### src/rtl/alu_serial_ctrl.sv
// Bit-serial sequencer that feeds one alu_1bit slice LSB first over WIDTH cycles.
// Define ALU_SERIAL_FLAGS_EN to build the C/Z/O/S flag logic; otherwise the flags read 0.
module alu_serial_ctrl #(
    parameter int unsigned WIDTH = 128
) (
    input  logic             clk,
    input  logic             rst,
    input  logic             start,
    input  logic [WIDTH-1:0] op_a,
    input  logic [WIDTH-1:0] op_b,
    input  logic [2:0]       opsel,
    input  logic             mode,
    input  logic             cin_init,
    output logic             alu_op1,
    output logic             alu_op2,
    output logic             alu_cin,
    output logic [2:0]       alu_opsel,
    output logic             alu_mode,
    input  logic             alu_result,
    input  logic             alu_cout,
    output logic             busy,
    output logic             done,
    output logic [WIDTH-1:0] result,
    output logic             c_flag,
    output logic             z_flag,
    output logic             o_flag,
    output logic             s_flag
);

    localparam int unsigned CNT_W = (WIDTH > 1) ? $clog2(WIDTH) : 1;
    localparam logic [CNT_W-1:0] LAST_IDX = CNT_W'(WIDTH - 1);

    typedef enum logic [1:0] {
        S_IDLE,
        S_RUN,
        S_DONE
    } state_t;

    state_t           state_q, state_d;
    logic [WIDTH-1:0] a_sh_q, a_sh_d;
    logic [WIDTH-1:0] b_sh_q, b_sh_d;
    logic [WIDTH-1:0] res_sh_q, res_sh_d;
    logic [WIDTH-1:0] result_q, result_d;
    logic [CNT_W-1:0] cnt_q, cnt_d;
    logic             carry_q, carry_d;
    logic [2:0]       opsel_q, opsel_d;
    logic             mode_q, mode_d;

    logic load;
    logic step;
    logic last;

    // start is honoured in IDLE and DONE alike so ops can run back to back
    assign load = start && (state_q != S_RUN);
    assign step = (state_q == S_RUN);
    assign last = step && (cnt_q == LAST_IDX);

    always_comb begin
        state_d  = state_q;
        a_sh_d   = a_sh_q;
        b_sh_d   = b_sh_q;
        res_sh_d = res_sh_q;
        result_d = result_q;
        cnt_d    = cnt_q;
        carry_d  = carry_q;
        opsel_d  = opsel_q;
        mode_d   = mode_q;

        case (state_q)
            S_IDLE, S_DONE: begin
                if (load) begin
                    a_sh_d  = op_a;
                    b_sh_d  = op_b;
                    opsel_d = opsel;
                    mode_d  = mode;
                    carry_d = cin_init;
                    cnt_d   = '0;
                    state_d = S_RUN;
                end else begin
                    state_d = S_IDLE;
                end
            end
            S_RUN: begin
                a_sh_d   = {1'b0, a_sh_q[WIDTH-1:1]};
                b_sh_d   = {1'b0, b_sh_q[WIDTH-1:1]};
                res_sh_d = {alu_result, res_sh_q[WIDTH-1:1]};
                carry_d  = alu_cout;
                cnt_d    = cnt_q + CNT_W'(1);
                if (last) begin
                    result_d = res_sh_d;
                    state_d  = S_DONE;
                end
            end
            default: state_d = S_IDLE;
        endcase
    end

    always_ff @(posedge clk or posedge rst) begin
        if (rst) begin
            state_q  <= S_IDLE;
            a_sh_q   <= '0;
            b_sh_q   <= '0;
            res_sh_q <= '0;
            result_q <= '0;
            cnt_q    <= '0;
            carry_q  <= 1'b0;
            opsel_q  <= '0;
            mode_q   <= 1'b0;
        end else begin
            state_q  <= state_d;
            a_sh_q   <= a_sh_d;
            b_sh_q   <= b_sh_d;
            res_sh_q <= res_sh_d;
            result_q <= result_d;
            cnt_q    <= cnt_d;
            carry_q  <= carry_d;
            opsel_q  <= opsel_d;
            mode_q   <= mode_d;
        end
    end

    assign alu_op1   = a_sh_q[0];
    assign alu_op2   = b_sh_q[0];
    assign alu_cin   = carry_q;
    assign alu_opsel = opsel_q;
    assign alu_mode  = mode_q;
    assign busy      = (state_q == S_RUN);
    assign done      = (state_q == S_DONE);
    assign result    = result_q;

`ifdef ALU_SERIAL_FLAGS_EN
    logic z_acc_q, z_acc_d;
    logic c_q, c_d;
    logic z_q, z_d;
    logic o_q, o_d;
    logic s_q, s_d;

    always_comb begin
        z_acc_d = z_acc_q;
        c_d     = c_q;
        z_d     = z_q;
        o_d     = o_q;
        s_d     = s_q;
        if (load) begin
            z_acc_d = 1'b1;
        end else if (step) begin
            z_acc_d = z_acc_q & ~alu_result;
            if (last) begin
                c_d = alu_cout;
                s_d = alu_result;
                z_d = z_acc_q & ~alu_result;
                // carry_q still holds the carry into the MSB on this cycle
                o_d = mode_q ? 1'b0 : (carry_q ^ alu_cout);
            end
        end
    end

    always_ff @(posedge clk or posedge rst) begin
        if (rst) begin
            z_acc_q <= 1'b0;
            c_q     <= 1'b0;
            z_q     <= 1'b0;
            o_q     <= 1'b0;
            s_q     <= 1'b0;
        end else begin
            z_acc_q <= z_acc_d;
            c_q     <= c_d;
            z_q     <= z_d;
            o_q     <= o_d;
            s_q     <= s_d;
        end
    end

    assign c_flag = c_q;
    assign z_flag = z_q;
    assign o_flag = o_q;
    assign s_flag = s_q;
`else
    assign c_flag = 1'b0;
    assign z_flag = 1'b0;
    assign o_flag = 1'b0;
    assign s_flag = 1'b0;
`endif

endmodule

### config.mk
export PLATFORM = sky130hd
export DESIGN_NAME = alu_serial_ctrl
export DESIGN_NICKNAME = d
export VERILOG_FILES = /design/src/rtl/alu_serial_ctrl.sv
export SDC_FILE = /design/constraint.sdc
export NUM_CORES = 1
export LEC_CHECK = 0
export ABC_CLOCK_PERIOD_IN_PS = 43800
export BUFFER_PORTS_ARGS = -buffer_cell sky130_fd_sc_hd__buf_4
export CORE_MARGIN = 2
export CORE_UTILIZATION = 43
export DETAILED_ROUTE_END_ITERATION = 10
export GPL_TIMING_DRIVEN = 0
export HOLD_SLACK_MARGIN = 0.1
export SKIP_LAST_GASP = 1
export SLEW_MARGIN = 20
export SYNTH_ARGS = -nofsm -noshare
export SYNTH_HDL_FRONTEND = slang
export SYNTH_SLANG_ARGS = --single-unit
### constraint.sdc
create_clock -name clk -period 43.8 [get_ports clk]
set_input_delay 13.14 -clock clk [delete_from_list [all_inputs] [get_ports clk]]
set_output_delay 13.14 -clock clk [all_outputs]
set_load 0.02 [all_outputs]
==> results by group <==
Clocking
  • CTS clk-pin slew, worst paths: 0.06 ns
  • Postcts setup bufs: 0
  • Clock Tree Buf Depth: 3
  • CTS sink cnt: 525
  • Clk Latency, worst-skew pair: 0.60 ns
  • CTS H-tree depth: 2
  • Post-CTS Resized: 0
  • Root Driver: clkbuf_16
  • CTS tree: done
  • CTS buffer count: 56
  • Hold-fix buffers, CTS: 0

Timing
  • Max Freq: 63.25 MHz
  • Actual slew at the worst max-slew pin: 0.8855 ns
  • Fin Setup TNS: 0 ns
  • Setup violators final: 0
  • Rel. slew slack: 40.96%
  • Clock period minus worst slack: 15.81 ns
  • Final Hold Fails: 0
  • RSZ-0062 raised after global routing: no
  • Slew Limit Fails: 0
  • Final Cycle Share: 36.10%
  • Clock Skews: 0.01451 ns

Global routing
  • Largest net degree at the start of global routing: 104
  • Antenna violations before repair: 19
  • First-pass GRT wire length: 91560 um
  • Vias in the first global route: 16530
  • GRT Residual Overflow: 0
  • Global Route Usage Sum: 22.81%

Final layout
  • Layout cell share with drive strength beyond 1: 23.03%
  • Register area: 13140 um2
  • Fill cells: 4363
  • Layout area overhead: 28.06%
  • Nets: 2744
  • Area of the multi-input gates: 7302 um2
  • Non-filler cells, final: 3200

Floorplanning
  • Die Ht: 226.0 um
  • Core Footprint: 48850 um2
  • Row Count: 81
  • Chip width: 226.0 um
  • Starting Density: 43.40%
  • I/O pin count: 407
  • Die area: 51100 um2

Place
  • IO buf count: 402
  • Gpl congestion: 0.8242
  • Detailed Place HPWL: 42300 um
  • DP Cell Count: 3083

Worst setup path
  • Reg2reg start: state_q[0]
  • Worst Path Arrival: 2.67 ns
  • Startpoint types: register
  • Crit-path max FO: 10
  • Crit. End Element: primary output
  • Setup Crit Path Kind: reg2out
  • WP data required: 30.66 ns
  • Worst Setup SP: state_q[0]

Logic synthesis
  • Yosys reg bits: 525
  • Leading area contributor after synthesis: dfrtp_1
  • Synth warn: 0
  • Mapped Cells: 2009
  • Cell variety after synth: 31
  • Syn_area_per_cell: 10.55 um2
  • Synth top area share: 61.97%
  • Top cells by area, synth: dfrtp_1 (62%), nand2_1 (12%), a22oi_1 (9.0%)
  • Synthesized cell area: 21200 um2
  • Register area share after synthesis: 61.97%

Drt
  • Initial drt markers: 1103
  • Drt pass-1 iters: 5
  • Routed Antenna Nets: 0
  • Routed len/inst: 18.36 um
  • DR vias: 16780
  • DRC violations left: 0
  • Vias per cell: 5.245
  • Routed Wire Length: 58750 um

Pwr
  • Max rail drop VDD: 0.00003076 V
  • Static Leak: 0.01401 uW
  • PD cells: 52.61 nW/um2

Hold path
  • Hold Crit Start: alu_opsel[0]
  • Hold Crit Class: reg2reg

Flow run
  • MaxCap Viol Count: 0

Run status
  • Run status: finished, final reports clean
==> synthesized netlist by cell type <==
cell        n
nand2_1   652
dfrtp_1   525
nand3_1   258
a22oi_1   254
mux2_1    100
clkbuf_1   94
buf_2      33
mux2_2     29
buf_1      18
buf_6      13
buf_4       4
a22o_1      3
o21ai_0     3
and3_1      2
mux2i_1     2
nand2b_1    2
nor2_1      2
nor2b_1     2
a211o_1     1
a31oi_1     1
and4_1      1
and4_4      1
conb_1      1
ha_1        1
inv_1       1
inv_4       1
nor3_1      1
o211ai_1    1
o311ai_0    1
o31ai_1     1
or2_2       1
==> layout make-up <==
class                      count  share of cell area, %
timing repair buffer         407                  11.62
tap                          664                  3.060
inverter                       2                0.06452
multi-input combinational   1323                  26.90
buffer                       162                  2.807
sequential                   525                  48.39
clock buffer                  85                  6.194
clock inverter                19                 0.8434
antenna                       13                 0.1198
==> layer usage <==
metal	share of wire (%)	wire length [um]	vias up	GRT usage (%)
met5	0.16	94	-	0
met4	3.3	1920	14	8.425
met3	7.5	4410	115	6.896
met2	47	27380	466	35.74
met1	42	24950	8332	29.98
li1	-	-	7857	-
==> state kept, by name, summed over array words and instances, names as in the netlist <==
name       flops
state_q        2
cnt_q          7
a_sh_q       128
result       128
alu_opsel      3
b_sh_q       128
res_sh_q     127
alu_mode       1
alu_cin        1
==> report_power, final <==
group | switching [uW] | total [uW] | internal [uW]
sequential | 81.6 | 702 | 621
clock | 197 | 490 | 293
combinational | 122 | 236 | 114
total | 400 | 1430 | 1030
==> worst paths after layout <==
kind / slack (ns) / endpoint / cells after the start
worst max-delay path: 27.99 / busy / 6
worst min-delay path: 0.48 / alu_opsel[0] / 2
worst max register to register: 41.40 / b_sh_q[0] / 6
worst min register to register: 0.48 / alu_opsel[0] / 2
max in group asynchronous: 29.47 / b_sh_q[42] / 5
min in group asynchronous: 12.61 / result[107] / 2
==> worst max-delay path, cell delays in order (launching register included) <==
cell and delay (ns):
dfrtp_1 0.44, nand2b_1 0.07, buf_2 0.17, inv_4 0.14, clkbuf_1 0.68, buf_2 0.36
buf_4 0.19
==> layout by cell type, fill, tap and decap left out, drive strengths merged <==
cell type	instances
nand2	652
dfrtp	525
buf	475
nand3	258
a22oi	254
clkbuf	179
mux2	129
diode	13
clkinv	11
bufinv	5
conb	4
a22o	3
o21ai	3
inv	3
nor2b	2
nor2	2
mux2i	2
and3	2
nand2b	2
clkinvlp	2
and4	2
a31oi	1
or2	1
o211ai	1
nor3	1
a211o	1
o311ai	1
o31ai	1
ha	1
==> cells by family (layout without fill, tap and decap cells) <==
| kind of cell | count (synthesis) | after routing | share of synthesized area (%) |
|---|---|---|---|
| compound gates | 265 | 265 | 9.372 |
| mux | 131 | 131 | 6.946 |
| other cells | 1 | 17 | 0.01769 |
| fa+ha+maj | 1 | 1 | 0.05901 |
| buf+inv | 164 | 675 | 3.641 |
| simple gates | 922 | 922 | 17.99 |
| flops | 525 | 525 | 61.97 |
==> stage by stage <==
step	hold WS (ns)	instance area [um2]	total power [uW]	setup slack, ns	utilization, %
2_1_floorplan	0.4402	21210	859.7	15.99	-
3_3_place_gp	0.4595	25060	931.0	10.25	51.30
3_5_place_dp	0.4717	25210	946.2	28.52	51.60
4_1_cts	0.4859	27120	1442	27.87	55.51
5_1_grt	0.5007	27140	1512	27.79	55.57
6_report	0.4813	27150	1428	27.99	55.58
Power figures use the tool's default switching activity.
